<file path="src/rtl/loader_access_arbiter_if.sv">
// Requester, loader and status signals of loader_access_arbiter, bundled for port hookup.
// The master side drives the requests and loader busy; the slave side is the arbiter.
interface loader_access_arbiter_if;
  logic        A_REQ;
  logic [2:0]  A_TYPE;
  logic [11:0] A_POS;
  logic        A_ACK;
  logic        A_DONE;
  logic        B_REQ;
  logic [2:0]  B_TYPE;
  logic [11:0] B_POS;
  logic        B_ACK;
  logic        B_DONE;
  logic [2:0]  IMGSEL;
  logic [2:0]  IMGNUM;
  logic [2:0]  ACCTYPE;
  logic [11:0] ABSPOS;
  logic        LDRBUSY;
  logic        BUSY;
  logic        ERR;

  modport master (
    output A_REQ, A_TYPE, A_POS, B_REQ, B_TYPE, B_POS, IMGSEL, LDRBUSY,
    input  A_ACK, A_DONE, B_ACK, B_DONE, IMGNUM, ACCTYPE, ABSPOS, BUSY, ERR
  );

  modport slave (
    input  A_REQ, A_TYPE, A_POS, B_REQ, B_TYPE, B_POS, IMGSEL, LDRBUSY,
    output A_ACK, A_DONE, B_ACK, B_DONE, IMGNUM, ACCTYPE, ABSPOS, BUSY, ERR
  );
endinterface

</file>
<file path="src/rtl/loader_access_arbiter.sv">
// Two-port arbiter in front of the SPILoader access port. Grants one requester at a time,
// drives the loader access type/position/image, tracks the busy handshake with timeouts and
// enforces an idle gap (ACCTYPE=000) before signalling completion.
module loader_access_arbiter #(
  parameter int unsigned START_TO = 255,
  parameter int unsigned RUN_TO   = 65535,
  parameter int unsigned GAP      = 4
) (
  input logic                    MCLK,
  input logic                    nRESET,
  loader_access_arbiter_if.slave bus
);

  typedef enum logic [1:0] {StIdle, StWaitStart, StWaitRun, StRelease} state_e;

  state_e      state_q, state_d;
  logic [2:0]  acctype_q, acctype_d;
  logic [11:0] abspos_q, abspos_d;
  logic [2:0]  imgnum_q, imgnum_d;
  logic        ack_a_q, ack_a_d, ack_b_q, ack_b_d;
  logic        done_a_q, done_a_d, done_b_q, done_b_d;
  logic        err_q, err_d;
  // 1 = port B was granted last; also identifies the owner of the running access.
  logic        last_q, last_d;
  logic [15:0] cnt_q, cnt_d, cnt_inc;
  logic [3:0]  gap_q, gap_d;

  logic a_valid, b_valid, grant_a, grant_b;
  logic start_hit, run_hit, gap_hit;

  assign a_valid = bus.A_REQ && (bus.A_TYPE != 3'b000);
  assign b_valid = bus.B_REQ && (bus.B_TYPE != 3'b000);

  // Saturating increment: the timeout counter never wraps.
  assign cnt_inc   = (cnt_q == 16'hFFFF) ? cnt_q : cnt_q + 16'd1;
  assign start_hit = 32'(cnt_inc) >= START_TO;
  assign run_hit   = 32'(cnt_inc) >= RUN_TO;
  assign gap_hit   = (32'(gap_q) + 32'd1) >= GAP;

  // State register.
  always_ff @(posedge MCLK or negedge nRESET) begin
    if (!nRESET) begin
      state_q <= StIdle;
    end else begin
      state_q <= state_d;
    end
  end

  // Next-state logic and arbitration.
  always_comb begin
    state_d = state_q;
    grant_a = 1'b0;
    grant_b = 1'b0;
    unique case (state_q)
      StIdle: begin
        if (a_valid && b_valid) begin
          grant_a = last_q;
          grant_b = !last_q;
        end else begin
          grant_a = a_valid;
          grant_b = b_valid;
        end
        if (grant_a || grant_b) state_d = StWaitStart;
      end
      StWaitStart: begin
        if (bus.LDRBUSY)   state_d = StWaitRun;
        else if (start_hit) state_d = StRelease;
      end
      StWaitRun: begin
        if (!bus.LDRBUSY) state_d = StRelease;
        else if (run_hit) state_d = StRelease;
      end
      StRelease: begin
        if (gap_hit) state_d = StIdle;
      end
      default: state_d = StIdle;
    endcase
  end

  // Output and datapath next values.
  always_comb begin
    acctype_d = acctype_q;
    abspos_d  = abspos_q;
    imgnum_d  = imgnum_q;
    ack_a_d   = 1'b0;
    ack_b_d   = 1'b0;
    done_a_d  = 1'b0;
    done_b_d  = 1'b0;
    err_d     = err_q;
    last_d    = last_q;
    cnt_d     = cnt_q;
    gap_d     = gap_q;
    unique case (state_q)
      StIdle: begin
        if (grant_a) begin
          acctype_d = bus.A_TYPE;
          abspos_d  = bus.A_POS;
          imgnum_d  = bus.IMGSEL;
          ack_a_d   = 1'b1;
          last_d    = 1'b0;
          cnt_d     = '0;
        end else if (grant_b) begin
          acctype_d = bus.B_TYPE;
          abspos_d  = bus.B_POS;
          imgnum_d  = bus.IMGSEL;
          ack_b_d   = 1'b1;
          last_d    = 1'b1;
          cnt_d     = '0;
        end
      end
      StWaitStart: begin
        if (bus.LDRBUSY) begin
          cnt_d = '0;
        end else begin
          cnt_d = cnt_inc;
          if (start_hit) begin
            err_d     = 1'b1;
            acctype_d = 3'b000;
            gap_d     = '0;
          end
        end
      end
      StWaitRun: begin
        if (!bus.LDRBUSY) begin
          acctype_d = 3'b000;
          gap_d     = '0;
        end else begin
          cnt_d = cnt_inc;
          if (run_hit) begin
            err_d     = 1'b1;
            acctype_d = 3'b000;
            gap_d     = '0;
          end
        end
      end
      StRelease: begin
        gap_d = gap_q + 4'd1;
        // DONE goes out even after a timeout so the owner never hangs.
        if (gap_hit) begin
          done_a_d = !last_q;
          done_b_d = last_q;
        end
      end
      default: ;
    endcase
  end

  // Datapath registers; asynchronous reset drops ACCTYPE immediately.
  always_ff @(posedge MCLK or negedge nRESET) begin
    if (!nRESET) begin
      acctype_q <= 3'b000;
      abspos_q  <= '0;
      imgnum_q  <= 3'b000;
      ack_a_q   <= 1'b0;
      ack_b_q   <= 1'b0;
      done_a_q  <= 1'b0;
      done_b_q  <= 1'b0;
      err_q     <= 1'b0;
      last_q    <= 1'b1;
      cnt_q     <= '0;
      gap_q     <= '0;
    end else begin
      acctype_q <= acctype_d;
      abspos_q  <= abspos_d;
      imgnum_q  <= imgnum_d;
      ack_a_q   <= ack_a_d;
      ack_b_q   <= ack_b_d;
      done_a_q  <= done_a_d;
      done_b_q  <= done_b_d;
      err_q     <= err_d;
      last_q    <= last_d;
      cnt_q     <= cnt_d;
      gap_q     <= gap_d;
    end
  end

  assign bus.ACCTYPE = acctype_q;
  assign bus.ABSPOS  = abspos_q;
  assign bus.IMGNUM  = imgnum_q;
  assign bus.A_ACK   = ack_a_q;
  assign bus.B_ACK   = ack_b_q;
  assign bus.A_DONE  = done_a_q;
  assign bus.B_DONE  = done_b_q;
  assign bus.ERR     = err_q;
  assign bus.BUSY    = (state_q != StIdle);

endmodule

</file>
<file path="src/flat_wrapper.sv">
// flat-port wrapper written by rule: the top's interface ports become plain ports
module loader_access_arbiter_flat 
#(
  parameter int unsigned START_TO = 255,
  parameter int unsigned RUN_TO   = 65535,
  parameter int unsigned GAP      = 4
)
  (MCLK, nRESET, bus_A_REQ, bus_A_TYPE, bus_A_POS, bus_B_REQ, bus_B_TYPE, bus_B_POS, bus_IMGSEL, bus_LDRBUSY, bus_A_ACK, bus_A_DONE, bus_B_ACK, bus_B_DONE, bus_IMGNUM, bus_ACCTYPE, bus_ABSPOS, bus_BUSY, bus_ERR);
  loader_access_arbiter_if bus_i ();
  input logic MCLK;
  input logic nRESET;
  input wire logic [$bits(bus_i.A_REQ)-1:0] bus_A_REQ;
  input wire logic [$bits(bus_i.A_TYPE)-1:0] bus_A_TYPE;
  input wire logic [$bits(bus_i.A_POS)-1:0] bus_A_POS;
  input wire logic [$bits(bus_i.B_REQ)-1:0] bus_B_REQ;
  input wire logic [$bits(bus_i.B_TYPE)-1:0] bus_B_TYPE;
  input wire logic [$bits(bus_i.B_POS)-1:0] bus_B_POS;
  input wire logic [$bits(bus_i.IMGSEL)-1:0] bus_IMGSEL;
  input wire logic [$bits(bus_i.LDRBUSY)-1:0] bus_LDRBUSY;
  output wire logic [$bits(bus_i.A_ACK)-1:0] bus_A_ACK;
  output wire logic [$bits(bus_i.A_DONE)-1:0] bus_A_DONE;
  output wire logic [$bits(bus_i.B_ACK)-1:0] bus_B_ACK;
  output wire logic [$bits(bus_i.B_DONE)-1:0] bus_B_DONE;
  output wire logic [$bits(bus_i.IMGNUM)-1:0] bus_IMGNUM;
  output wire logic [$bits(bus_i.ACCTYPE)-1:0] bus_ACCTYPE;
  output wire logic [$bits(bus_i.ABSPOS)-1:0] bus_ABSPOS;
  output wire logic [$bits(bus_i.BUSY)-1:0] bus_BUSY;
  output wire logic [$bits(bus_i.ERR)-1:0] bus_ERR;
  assign bus_i.A_REQ = bus_A_REQ;
  assign bus_i.A_TYPE = bus_A_TYPE;
  assign bus_i.A_POS = bus_A_POS;
  assign bus_i.B_REQ = bus_B_REQ;
  assign bus_i.B_TYPE = bus_B_TYPE;
  assign bus_i.B_POS = bus_B_POS;
  assign bus_i.IMGSEL = bus_IMGSEL;
  assign bus_i.LDRBUSY = bus_LDRBUSY;
  assign bus_A_ACK = bus_i.A_ACK;
  assign bus_A_DONE = bus_i.A_DONE;
  assign bus_B_ACK = bus_i.B_ACK;
  assign bus_B_DONE = bus_i.B_DONE;
  assign bus_IMGNUM = bus_i.IMGNUM;
  assign bus_ACCTYPE = bus_i.ACCTYPE;
  assign bus_ABSPOS = bus_i.ABSPOS;
  assign bus_BUSY = bus_i.BUSY;
  assign bus_ERR = bus_i.ERR;
  loader_access_arbiter #(.START_TO(START_TO), .RUN_TO(RUN_TO), .GAP(GAP)) u_core (.MCLK(MCLK), .nRESET(nRESET), .bus(bus_i));
endmodule
</file>
<file path="config.mk">
export PLATFORM = sky130hd
export DESIGN_NAME = loader_access_arbiter_flat
export DESIGN_NICKNAME = d
export VERILOG_FILES = /design/src/rtl/loader_access_arbiter_if.sv /design/src/rtl/loader_access_arbiter.sv /design/src/flat_wrapper.sv
export SDC_FILE = /design/constraint.sdc
export NUM_CORES = 1
export LEC_CHECK = 0
export ABC_AREA = 1
export CORE_ASPECT_RATIO = 1.4
export CORE_MARGIN = 1
export CORE_UTILIZATION = 46
export DETAILED_ROUTE_END_ITERATION = 12
export PLACE_DENSITY = 0.85
export SKIP_CTS_REPAIR_TIMING = 1
export SLEW_MARGIN = 20
export SYNTH_ARGS = -nofsm -noshare
export SYNTH_HDL_FRONTEND = slang
export SYNTH_SLANG_ARGS = --single-unit
</file>
<file path="constraint.sdc">
create_clock -name MCLK -period 2 [get_ports MCLK]
set_input_delay 0.5 -clock MCLK [delete_from_list [all_inputs] [get_ports MCLK]]
set_output_delay 0.5 -clock MCLK [all_outputs]
set_load 0.01 [all_outputs]
</file>
==> results of run 1 <==
-- synth_stat cells (2+ instances only) --
cell / count
o21ai_1: 11
a21oi_1: 16
dfrtp_1: 45
nand2_4: 2
nand2_1: 97
nand3_2: 2
clkbuf_1: 6
nand2_2: 7
inv_1: 43
mux2_2: 3
nand4_1: 6
xor2_1: 3
nor2_4: 4
nand3_1: 21
nor2_2: 2
o22ai_1: 13
o31ai_1: 2
ha_1: 7
or2_2: 3
o21ai_0: 29
inv_2: 2
nor2_1: 48
-- final timing paths --
path                                 start              end  slack, ns  cells after the start
min                                 nRESET  u_core.cnt_q[7]       0.29                      2
max reg2reg                u_core.cnt_q[0]  u_core.gap_q[2]      -0.31                     15
max                        u_core.cnt_q[0]  u_core.gap_q[2]      -0.31                     15
min reg2reg                 u_core.bus.ERR   u_core.bus.ERR       0.47                      1
max in group asynchronous           nRESET  u_core.cnt_q[3]       1.29                      2
min in group MCLK           u_core.bus.ERR   u_core.bus.ERR       0.47                      1
-- worst max-delay path, delay by kind of cell (launching register included) --
kind | cells | cell delay [ns]
AOI/OAI and AO/OA | 1 | 0.16
adders and majority gates | 1 | 0.19
buffers and inverters | 3 | 0.35
DFF | 1 | 0.38
and+or+nand+nor | 10 | 1.10
-- per-layer routing --
layer / GRT usage [%] / vias to the layer above / wire, microns
met3: 5.73 / 32 / 596
li1: - / 1481 / -
met2: 47.8 / 150 / 4860
met5: 0 / - / 0
met1: 29.8 / 1519 / 3240
met4: 9.57 / 0 / 376
-- state kept, by name, indices dropped and copies added, names as in the netlist --
| register | cells |
|---|---|
| u_core.bus.B_DONE | 1 |
| u_core.gap_q | 4 |
| u_core.cnt_q | 16 |
| u_core.state_q | 2 |
| u_core.bus.ERR | 1 |
| u_core.bus.B_ACK | 1 |
| u_core.bus.IMGNUM | 3 |
| u_core.bus.ABSPOS | 12 |
| u_core.bus.ACCTYPE | 3 |
| u_core.bus.A_DONE | 1 |
| u_core.last_q | 1 |
| u_core.bus.A_ACK | 1 |
-- report_power, final --
part           switching (mW)  total (mW)  internal (mW)
clock network           0.330       0.731          0.401
logic                    1.25        2.32           1.07
registers               0.165        1.35           1.19
total                    1.74        4.41           2.66
-- kinds of logic (layout without fill, tap and decap cells) --
group           Yosys count  after routing  share of synthesized area [%]
simple gates            192            193                           30.8
compound gates           74             74                           14.5
buf+inv                  53            180                           7.49
flops                    46             46                           41.8
fa+ha+maj                 7              7                           3.18
xor+xnor                  3              3                          0.953
mux                       3              3                           1.23
-- per-stage QoR --
| step | cells | util (%) |
|---|---|---|
| 6_report | 576 | 72.4 |
| 3_5_place_dp | 561 | 66.5 |
| 3_3_place_gp | 561 | 66.5 |
| 4_1_cts | 568 | 68.5 |
| 5_1_grt | 576 | 72.4 |
| 2_1_floorplan | 378 | - |
-- layout make-up --
class                   count  area [sq um]  share of cell area [%]
repair inverters            1          5.00                   0.119
inverters                  46           178                    4.21
repair buffers            126          1130                    26.8
well taps                  70          87.6                    2.08
clock inverters             1          30.0                   0.712
clock buffers               6          82.6                    1.96
flip-flops and latches     46          1150                    27.4
multi-input cells         280          1550                    36.8
==> results.md, run 1 <==
| Group | Result | Value |
|---|---|---|
| logic synthesis | Synth top area cells | dfrtp_1 41%, nand2_1 13%, nor2_1 6.5% |
| setup path | Worst Setup End Kind | flip-flop |
| finish | Final Net Count | 551 |
| logic synthesis | Share of synthesized area occupied by flip-flops and latches | 41.8% |
| logic synthesis | Predominant post-synthesis flop cell | dfrtp_1 |
| logic synthesis | Post-synth net total | 423 |
| finish | Most frequent cells in the layout | 95 x nand2_1, 62 x buf_4, 56 x clkdlybuf4s50_1 |
| finish | Share of post-route cells with drive strength above 1 | 25.9% |
| logic synthesis | Post-synthesis instance area | 2760 sq um |
| place | Number of port buffers | 61 |
| power and ir drop | Cell Pwr Density | 1040 nW/um^2 |
| cts | Clock Pin Slew Worst Setup and Hold Paths | 0.09 ns |
| floorplanning | Initial core utilization | 47.3% |
| timing | Final period utilization | 115% |
| timing | Final sum of negative setup slack | -2.72 ns |
| cts | Worst-case clock buffer depth | 2 |
| logic synthesis | Async SR Flop Fraction | 100% |
| drt | Routed via count | 3182 |
| hold path | Type of the worst min-delay path | input port to asynchronous set/reset pin |
| logic synthesis | Library cell occupying the most area in the post-synthesis netlist | dfrtp_1 |
| cts | Clock Sink Count | 46 |
| global routing | Global-route total usage across every layer | 26.6% |
| logic synthesis | Synthesized netlist cell count | 378 |
| setup path | Max Fanout on Critical Path | 5 |
| global routing | Final global-route overflow total | 0 |
| power and ir drop | Final Total Pwr | 4.41 mW |
| setup path | Cell with the largest stage delay on the worst path | dfrtp_1 |
| finish | Area overhead of the layout relative to synthesis | 53.0% |
| logic synthesis | Count of flip-flops with a built-in enable after synthesis | 0 |
| logic synthesis | Fraction of synthesized cell area taken by the top area cell type | 40.9% |
| timing | Worst Hold Slack | 0.286 ns |
| floorplanning | Chip width | 67.4 microns |
| logic synthesis | Count of unique library cells instantiated by Yosys | 28 |
| timing | Worst clock skew on the final layout | 0.00750 ns |
| run status | Result of the run | complete, but fails checks |
| finish | N_diodes | 0 |
| drt | Post-detailed-route count of antenna-violating nets | 0 |
| timing | Number of endpoints with negative hold slack in the final report | 0 |
| floorplanning | Placeable core region | 5820 sq um |
| global routing | First-pass GRT wire length | 12700 microns |
| timing | Max-slew violations | 0 |
| place | Placed inst area | 3870 sq um |
| power and ir drop | Worst vdd ir | 0.821 mV |
| timing | Max Freq | 434 MHz |
| floorplanning | Area of the die | 6310 sq um |
| place | Final weighted congestion in routability-driven placement | 0.909 |
| place | Placement Setup Slack | -0.265 ns |
| setup path | Delay of the slowest cell on the worst path | 0.38 ns |
| timing | Final count of negative-setup-slack endpoints | 11 |
| finish | Number of fill cells | 376 |
| setup path | Worst endpoint required time | 2.19 ns |
| cts | Clock network latency to the later pin of the worst-skew pair | 0.30 ns |
| run | Max Cap Violations | 0 |
| setup path | Most used cell along the critical path | nand2_4 |
| timing | Final worst path period need | 2.31 ns |
| setup path | Cell breakdown of the critical path | ha_2 -> nand3_2 -> inv_2 -> nand2_4 -> nor2_4 -> clkinv_4 -> buf_4 -> nand2_4 -> nand2_1 -> nor2_2 -> nand3_2 -> nand3_4 -> nand2_4 -> o21ai_1 -> nand2_1 |
| drt | Detailed-route wire length per cell | 15.8 microns |
| finish | Most common cell after layout, fill and taps aside | nand2_1 |
| timing | Worst rel slew slack | 60.0% |
| timing | Worst Tran Pin Value | 0.600 ns |
| setup path | Launching element type of the critical path | flip-flop |
| floorplanning | Number of placed I/O pins | 62 |
| logic synthesis | Yosys warning count | 0 |
| setup path | Kind of critical path | flip-flop to flip-flop |
| power and ir drop | Leakage power figure | 1.97 nW |
| drt | Initial drt markers | 229 |
| drt | Detailed-route wire length | 9080 microns |
| setup path | Arrival time of the worst setup path | 2.50 ns |
| cts | Root Buffer Master | clkbuf_8 |
| cts | Total CTS buffers | 5 |
| drt | Length of the first detailed-routing pass in iterations | 4 |
| run status | Violated checks | negative setup slack |
| logic synthesis | Mean area per synthesized cell | 7.29 sq um |
| timing | Slack of the critical path | -0.307 ns |
| global routing | Maximum number of pins on one net before global-route repair | 47 |
| logic synthesis | Synthesis-stage register bit count | 46 |
| drt | Residual DRC count | 0 |
| global routing | Via count of the first global-routing pass | 2919 |
| timing | RSZ-0062 raised after global routing | true |
| place | Detailed-placement wirelength estimate | 5630 microns |
| drt | Vias per cell | 5.52 |
| finish | Final Cell Area | 4220 sq um |
| cts | Number of levels in the clock H-tree | 2 |
| cts | Clock tree from TritonCTS | built |
| floorplanning | Placement row count | 33 |
| global routing | Antenna violations before repair | 0 |
| floorplanning | Floorplan die height | 93.6 microns |
No activity file was read; power rests on OpenSTA's default activity.
==> run 2, diff against run 1 <==
--- a/config.mk
+++ b/config.mk
@@ -8,9 +8,10 @@
 export ABC_AREA = 1
 export CORE_ASPECT_RATIO = 1.4
 export CORE_MARGIN = 1
-export CORE_UTILIZATION = 46
+export CORE_UTILIZATION = 57
 export DETAILED_ROUTE_END_ITERATION = 12
-export PLACE_DENSITY = 0.85
+export DONT_BUFFER_PORTS = 1
+export PLACE_DENSITY = 0.75
 export SKIP_CTS_REPAIR_TIMING = 1
 export SLEW_MARGIN = 20
 export SYNTH_ARGS = -nofsm -noshare
==> run 2 against run 1 <==
The flow still finishes with violations (negative setup slack); largest cell class unchanged; via count shrank 15%; sequential power grew 8%; combinational power decreased by 29%; first-iteration DRC count fell by 23%; clock power is 2.9% lower; cell count down 16%; utilization rose by 2.1 points; register-to-register slack gained 0.13 ns; die area is 19% lower.
==> results.md, run 2 (synthesis results as in run 1) <==
| Group | Result | Value |
|---|---|---|
| cts | Number of levels in the clock H-tree | 2 |
| drt | Initial drt markers | 176 |
| hold path | Type of the worst min-delay path | input port to asynchronous set/reset pin |
| timing | Worst rel slew slack | 73.4% |
| cts | Worst-case clock buffer depth | 2 |
| finish | Most common cell after layout, fill and taps aside | nand2_1 |
| setup path | Arrival time of the worst setup path | 2.42 ns |
| finish | Core utilization of the finished layout | 74.5% |
| place | Placed insts | 469 |
| cts | Root Buffer Master | clkbuf_8 |
| timing | Final count of negative-setup-slack endpoints | 10 |
| floorplanning | Placement row count | 29 |
| floorplanning | Chip width | 60.8 microns |
| cts | Clock network latency to the later pin of the worst-skew pair | 0.31 ns |
| floorplanning | Area of the die | 5120 sq um |
| timing | Max Freq | 460 MHz |
| power and ir drop | Leakage power figure | 1.56 nW |
| finish | Most frequent cells in the layout | 92 x nand2_1, 44 x dfrtp_1, 43 x inv_1 |
| timing | Slack of the critical path | -0.173 ns |
| drt | Post-detailed-route count of antenna-violating nets | 0 |
| global routing | Via count of the first global-routing pass | 2661 |
| cts | Clock tree from TritonCTS | built |
| floorplanning | Floorplan die height | 84.3 microns |
| timing | RSZ-0062 raised after global routing | true |
| global routing | Antenna violations before repair | 0 |
| drt | Detailed-route wire length | 7410 microns |
| drt | Residual DRC count | 0 |
| setup path | Kind of critical path | flip-flop to flip-flop |
| global routing | Maximum number of pins on one net before global-route repair | 47 |
| place | Final weighted congestion in routability-driven placement | 0.885 |
| timing | Number of endpoints with negative hold slack in the final report | 0 |
| timing | Final period utilization | 109% |
| global routing | Global-route total usage across every layer | 28.9% |
| cts | Clock Sink Count | 46 |
| place | Placed inst area | 3090 sq um |
| floorplanning | Number of placed I/O pins | 62 |
| floorplanning | Initial core utilization | 60.3% |
| timing | Worst clock skew on the final layout | 0.0125 ns |
| finish | Share of post-route cells with drive strength above 1 | 24.5% |
| finish | Count of non-filler cells in the finished layout | 482 |
| power and ir drop | Cell Pwr Density | 1120 nW/um^2 |
| drt | Routed via count | 2705 |
| power and ir drop | Final Total Pwr | 3.81 mW |
| finish | Most flop-heavy register | u_core.cnt_q |
| finish | Flip-flop count of the largest register after layout | 16 |
| timing | Max-slew violations | 0 |
| drt | Detailed-route wire length per cell | 15.4 microns |
| finish | Final Cell Area | 3410 sq um |
| global routing | Final global-route overflow total | 0 |
| setup path | Launching element type of the critical path | flip-flop |
| timing | Final worst path period need | 2.17 ns |
| drt | Length of the first detailed-routing pass in iterations | 5 |
| timing | Worst Hold Slack | 0.0261 ns |
| floorplanning | Placeable core region | 4570 sq um |
| cts | Clock Pin Slew Worst Setup and Hold Paths | 0.10 ns |
| finish | N_diodes | 0 |
| run | Max Cap Violations | 0 |
| cts | Total CTS buffers | 5 |
| power and ir drop | Worst vdd ir | 1.07 mV |
| drt | Vias per cell | 5.61 |
| finish | Final Net Count | 464 |
| place | Detailed-placement wirelength estimate | 5110 microns |
| place | Number of port buffers | 0 |
| run status | Violated checks | negative setup slack |
| timing | Worst Tran Pin Value | 0.395 ns |
| global routing | First-pass GRT wire length | 11200 microns |
| finish | Area overhead of the layout relative to synthesis | 23.6% |
| setup path | Worst endpoint required time | 2.24 ns |
| setup path | Max Fanout on Critical Path | 5 |
| setup path | Worst Setup End Kind | flip-flop |
| run status | Result of the run | complete, but fails checks |
==> run 2: where the power goes <==
| group | leakage, nW | internal, mW | switching (mW) |
|---|---|---|---|
| Combinational | 0.923 | 0.636 | 1.01 |
| Sequential | 0.588 | 1.19 | 0.268 |
| Clock | 0.0514 | 0.373 | 0.337 |
| Total | 1.56 | 2.20 | 1.62 |
==> run 2: worst max-delay path, cell delays in order (launching register included) <==
cell and delay (ns):
dfrtp_1 0.40, ha_2 0.23, nand3_4 0.10, inv_4 0.09
nand2_4 0.07, nor2_4 0.19, nand3_2 0.12, nand2_2 0.09
nand3_2 0.07, nor2_2 0.13, nand3_2 0.13, nand2_4 0.15
nand2_8 0.08, nor2_4 0.14, nand2_1 0.07, nand2_1 0.06
==> run 2: worst paths after layout <==
check,startpoint,to,slack (ns),cells after the start
hold reg to reg,u_core.last_q,u_core.bus.A_DONE,0.54,1
setup / recovery,u_core.cnt_q[1],u_core.gap_q[0],-0.17,15
setup reg to reg,u_core.cnt_q[1],u_core.gap_q[0],-0.17,15
hold / removal,nRESET,u_core.cnt_q[11],0.03,1
max in group asynchronous,nRESET,u_core.cnt_q[2],1.75,1
min in group MCLK,bus_A_POS[10],u_core.bus.ABSPOS[10],0.33,2
==> run 2: routing by layer <==
metal  global-route usage (%)  share of wire [%]  up-vias
li1                         -                  -     1306
met1                     30.2                 38     1306
met2                     53.4                 55       72
met3                     4.31                3.4       21
met4                     13.8                3.6        0
met5                        0                  0        -
==> run 2: through the flow <==
stage	setup TNS [ns]	worst slack, ns
CTS	-2.54	-0.280
detailed placement	-1.95	-0.236
floorplan	0	0.0242
global route	-2.58	-0.300
global placement	-1.23	-0.140
finish	-1.41	-0.173
==> run 2: final cells by class <==
type	count	area, sq um
multi-input cells	280	1550
fillers	362	1170
flip-flops and latches	46	1150
repair buffers	40	337
inverters	46	178
well taps	62	77.6
clock buffers	6	72.6
clock inverters	2	37.5
==> run 3, diff against run 2 <==
--- a/config.mk
+++ b/config.mk
@@ -7,7 +7,7 @@
 export LEC_CHECK = 0
 export ABC_AREA = 1
 export CORE_ASPECT_RATIO = 1.4
-export CORE_MARGIN = 1
+export CORE_MARGIN = 3
 export CORE_UTILIZATION = 57
 export DETAILED_ROUTE_END_ITERATION = 12
 export DONT_BUFFER_PORTS = 1
==> run 3 against run 2 <==
The run still ends with negative setup slack left; fmax up 2.8%; power down 0.33%; sequential cell count unchanged; register-to-register slack better by 0.06 ns; global-route usage down 3.2 points; clock skew down 0.0038 ns; cell count up 3.3%; wire length down 1.6%; die area up 12%; setup slack better by 0.059 ns; via count down 0.96%; critical path depth unchanged; highest routed layer unchanged.
==> results.md, run 3 (synthesis results as in run 1) <==
| Group | Result | Value |
|---|---|---|
| finish | Number of fill cells | 345 |
| global routing | Global-route total usage across every layer | 25.7% |
| setup path | Max Fanout on Critical Path | 5 |
| timing | Slack of the critical path | -0.114 ns |
| cts | Clock Sink Count | 46 |
| place | Placement Setup Slack | -0.235 ns |
| run | Max Cap Violations | 0 |
| timing | Final worst path period need | 2.11 ns |
| setup path | Kind of critical path | flip-flop to flip-flop |
| cts | Clock tree from TritonCTS | built |
| drt | Initial drt markers | 145 |
| setup path | Worst setup path start | u_core.cnt_q[1] |
| finish | Most flop-heavy register | u_core.cnt_q |
| drt | Met2 wire length | 3990 microns |
| floorplanning | Number of placed I/O pins | 62 |
| power and ir drop | Worst vdd ir | 1.11 mV |
| floorplanning | Chip width | 64.8 microns |
| setup path | Delay of the slowest cell on the worst path | 0.40 ns |
| finish | Register Area | 1150 sq um |
| floorplanning | Area of the die | 5720 sq um |
| floorplanning | Floorplan die height | 88.3 microns |
| setup path | Worst reg2reg startpoint | u_core.cnt_q[1] |
| finish | Final Net Count | 480 |
| global routing | Final global-route overflow total | 0 |
| floorplanning | Placeable core region | 4610 sq um |
| floorplanning | Initial core utilization | 59.8% |
| hold path | Type of the worst min-delay path | input port to asynchronous set/reset pin |
| timing | Worst Tran Pin Value | 0.373 ns |
| setup path | Worst Setup End Kind | flip-flop |
| drt | Detailed-route wire length per cell | 14.6 microns |
| global routing | Via count of the first global-routing pass | 2550 |
| drt | Post-detailed-route count of antenna-violating nets | 0 |
| finish | N_diodes | 0 |
| cts | Clock network latency to the later pin of the worst-skew pair | 0.31 ns |
| finish | Most common cell after layout, fill and taps aside | nand2_1 |
| setup path | Cell breakdown of the critical path | ha_2 -> nand3_4 -> inv_4 -> nand2_4 -> nor2_4 -> nand3_1 -> nand2_1 -> nand3_1 -> nor2_1 -> nand3_2 -> nand2_4 -> nand2_4 -> nor2_4 -> nand2_2 -> nand2_1 |
| finish | Multi-input gate area in the final layout | 1540 sq um |
| power and ir drop | Cell Pwr Density | 1080 nW/um^2 |
| cts | Total CTS buffers | 5 |
| cts | Number of levels in the clock H-tree | 2 |
| global routing | First-pass GRT wire length | 11400 microns |
| run status | Violated checks | negative setup slack |
| place | Number of port buffers | 0 |
| drt | Highest metal layer used by the detailed router | met4 |
| setup path | Cell with the largest stage delay on the worst path | dfrtp_1 |
| setup path | Launching element type of the critical path | flip-flop |
| finish | Count of non-filler cells in the finished layout | 498 |
| place | Final weighted congestion in routability-driven placement | 0.910 |
| cts | Worst-case clock buffer depth | 2 |
| drt | Met3 routed WL | 389 microns |
| finish | Area overhead of the layout relative to synthesis | 27.2% |
| global routing | Antenna violations before repair | 0 |
| power and ir drop | Leakage power figure | 1.66 nW |
| place | Detailed-placement wirelength estimate | 5230 microns |
| place | Placed insts | 481 |
| timing | Worst rel slew slack | 75.0% |
| setup path | Most used cell along the critical path | nand2_4 |
| finish | Flip-flop count of the largest register after layout | 16 |
| drt | Residual DRC count | 0 |
| drt | Length of the first detailed-routing pass in iterations | 4 |
| drt | Routed via count | 2679 |
| drt | Vias per cell | 5.38 |
| drt | Detailed-route wire length | 7290 microns |
| global routing | Maximum number of pins on one net before global-route repair | 47 |
| timing | Worst clock skew on the final layout | 0.00867 ns |
| setup path | Kind of cell adding the most delay to the critical path | simple AND/OR/NAND/NOR gates |
| cts | Root Buffer Master | clkbuf_8 |
| timing | Final count of negative-setup-slack endpoints | 10 |
| timing | Final period utilization | 106% |
| run status | Result of the run | complete, but fails checks |
| finish | Share of post-route cells with drive strength above 1 | 27.3% |
| timing | Number of endpoints with negative hold slack in the final report | 0 |
| cts | Clock Pin Slew Worst Setup and Hold Paths | 0.09 ns |
| timing | Worst Hold Slack | 0.0109 ns |
| timing | Max Freq | 473 MHz |
| drt | Sum of routed wire segments on met1 | 2760 microns |
| timing | Max-slew violations | 0 |
| setup path | Arrival time of the worst setup path | 2.37 ns |
| setup path | Count of buffer and inverter cells on the critical path | 1 |
| timing | RSZ-0062 raised after global routing | true |
| floorplanning | Placement row count | 29 |
| finish | Most frequent cells in the layout | 91 x nand2_1, 55 x buf_4, 44 x dfrtp_1 |
| setup path | Worst endpoint required time | 2.25 ns |
run 3: power breakdown:
part | internal (mW) | switching [mW] | leakage, nW
logic | 0.637 | 0.986 | 1.01
registers | 1.19 | 0.272 | 0.588
clock network | 0.375 | 0.343 | 0.0585
total | 2.20 | 1.60 | 1.66
run 3: final timing paths:
kind,end,slack [ns],cells after the start
max reg2reg,u_core.gap_q[3],-0.11,15
min,u_core.cnt_q[11],0.01,1
min reg2reg,u_core.bus.A_DONE,0.52,1
min in group MCLK,u_core.bus.ABSPOS[0],0.32,2
max,u_core.gap_q[3],-0.11,15
max in group asynchronous,u_core.cnt_q[3],1.75,1
run 3: stage by stage:
stage          power (mW)  TNS [ns]  utilization [%]  cell area (sq um)
2_1_floorplan        2.44         0                -               2760
3_3_place_gp         2.89     -1.24             68.6               3160
3_5_place_dp         2.95     -1.94             68.6               3160
4_1_cts              3.66     -2.47             71.1               3280
5_1_grt              4.08     -2.73             76.1               3510
6_report             3.80    -0.910             76.1               3510
run 3: layer usage:
layer  GRT usage [%]  vias up
met5               0        -
met4            10.0        0
met3            5.97       12
met2            48.0       74
met1            28.0     1248
li1                -     1345
run 3: final cells by class:
class | count | share of cell area (%)
multi-input cells | 280 | 44.0
flip-flops and latches | 46 | 32.9
repair buffers | 56 | 12.6
inverters | 46 | 5.14
well taps | 62 | 2.21
clock buffers | 5 | 1.96
clock inverters | 3 | 1.25
==> RTL change: new RTL, config.mk and constraints of run 2 <==
Re-encode `state_e` (4 states) as one-hot, 4 bits wide.
--- a/src/rtl/loader_access_arbiter.sv
+++ b/src/rtl/loader_access_arbiter.sv
@@ -11,7 +11,7 @@
   loader_access_arbiter_if.slave bus
 );
 
-  typedef enum logic [1:0] {StIdle, StWaitStart, StWaitRun, StRelease} state_e;
+  typedef enum logic [3:0] {StIdle = 4'b0001, StWaitStart = 4'b0010, StWaitRun = 4'b0100, StRelease = 4'b1000} state_e;
 
   state_e      state_q, state_d;
   logic [2:0]  acctype_q, acctype_d;
Behaviour: no difference found for any inputs over 10 cycles, from zero or initial values and one cycle with nRESET low; not proved beyond that.
==> RTL change against run 2 <==
  * The run still ends with setup timing left
  * Power grew 8.1%
  * Sequential power rose by 9.6%
  * Combinational power up 8%
  * Fmax grew 2.5%
  * Sequential cell count rose by 2
  * Clock skew is 0.0071 ns lower
  * Setup slack gained 0.053 ns
  * Cell area increased by 4.4%
  * Synthesized cell count rose by 5.6%
  * Area after synthesis up 3.9%
  * Count of clock-buffer cells in the layout is 1 lower
  * Wire length grew 3.8%
  * Global-route usage is 0.52 points lower
  * Critical path type unchanged
  * Critical endpoint is now u_core.gap_q[3]
==> RTL change: results (changes against run 2) <==
** Run status
- The run finished, with violations left.
- The final reports fail on setup timing.

** Yosys
- Share of synthesized area spent on multiplexers :: 0% (-1.2 points)
- Number of distinct library cells after synthesis :: 34 (+21%)
- The fraction of the mapped netlist area in compound gates is 10.45% (-4.1 points).
- Synth Area in XOR/XNOR :: 1.224% (+0.27 points)
- By area the synthesized netlist is led by dfrtp_1, nand2_1, nor2_1, o21ai_0, inv_1.
- The commonest cells after synthesis are nand2_1, nor2_1, dfrtp_1.
- The area of the mapped netlist came to 0.002863 mm2 (+3.9%).
- Part of the Yosys area used for sequential elements :: 42.05% (+0.24 points)

** Route
- Met3 wirelength from detailed routing :: 415 um (+65%)
- Drt initial violations :: 137 (-22%)
- The via density per instance came to 5.639 (+0.49%).
- Met1 WL :: 2772 um (-2.3%)
- The routed length on met2 was 4197 um (+3.5%).

** Final layout
- Register Area :: 0.001207 mm2 (+4.7%)
- Clock distribution area overhead in the final layout :: 3.237% (+0.0042 points)
- Total of fill cells in the finished design :: 374 (+3.3%)
- Cell Count, Final, Fillers Out :: 502 (+4.1%)
- The multi-input gate count was 302 (+7.9%).
- The number of clock-tree buffers in the layout is 5 (-1).

** Placed design
- The placed wire-length estimate after detailed placement came to 5350 um (+4.6%).
- Number of placed instances, taps included :: 483 (+3.0%)
- The placed cell area was 0.003108 mm2 (+0.73%).
- The pre-CTS setup slack came to -0.1547 ns (+0.08131 ns).

** Global routing
- The global-route track usage on met3 was 4.676% (+0.36 points).
- The number of global-route vias before repair was 2602 (-2.2%).
- Gr usage total :: 28.39% (-0.52 points)
- The met1 layer usage reported by global route is 30.48% (+0.25 points).
- The first-pass GRT wire length is 11070 um (-0.81%).
- The maximum number of pins on one net before global-route repair is 49 (+4.3%).

** STA
- The count of final setup violators was 10 (unchanged).
- The minimum setup slack in the final design is -0.1199 ns (+0.05311 ns).

** Setup path
- The arrival time of data at the critical path endpoint is 2.33 ns (-0.09 ns).
- The top fanout value on the critical path is 8 (+3).

** Power and ir drop
- Max IR drop VDD :: 1.174 mV (+10%)
- Static leakage :: 1.713 nW (+9.6%)
==> RTL change: power by group through the flow <==
stage / Clock [mW] / Sequential (mW) / Combinational (mW)
global route: 0.782 / 1.64 / 2.00
detailed placement: 0 / 1.60 / 1.60
CTS: 0.730 / 1.59 / 1.59
floorplan: 0 / 1.56 / 1.07
finish: 0.733 / 1.60 / 1.79
global placement: 0 / 1.60 / 1.52
==> RTL change: final timing paths <==
kind,startpoint,end,slack (ns),depth (start not counted)
setup / recovery,u_core.cnt_q[10],u_core.gap_q[3],-0.12,11
hold / removal,nRESET,u_core.state_q[0],0.02,0
setup reg to reg,u_core.cnt_q[10],u_core.gap_q[3],-0.12,11
hold reg to reg,u_core.gap_q[3],u_core.gap_q[3],0.49,2
max in group asynchronous,nRESET,u_core.gap_q[3],1.76,1
min in group MCLK,bus_IMGSEL[1],u_core.bus.IMGNUM[1],0.29,2
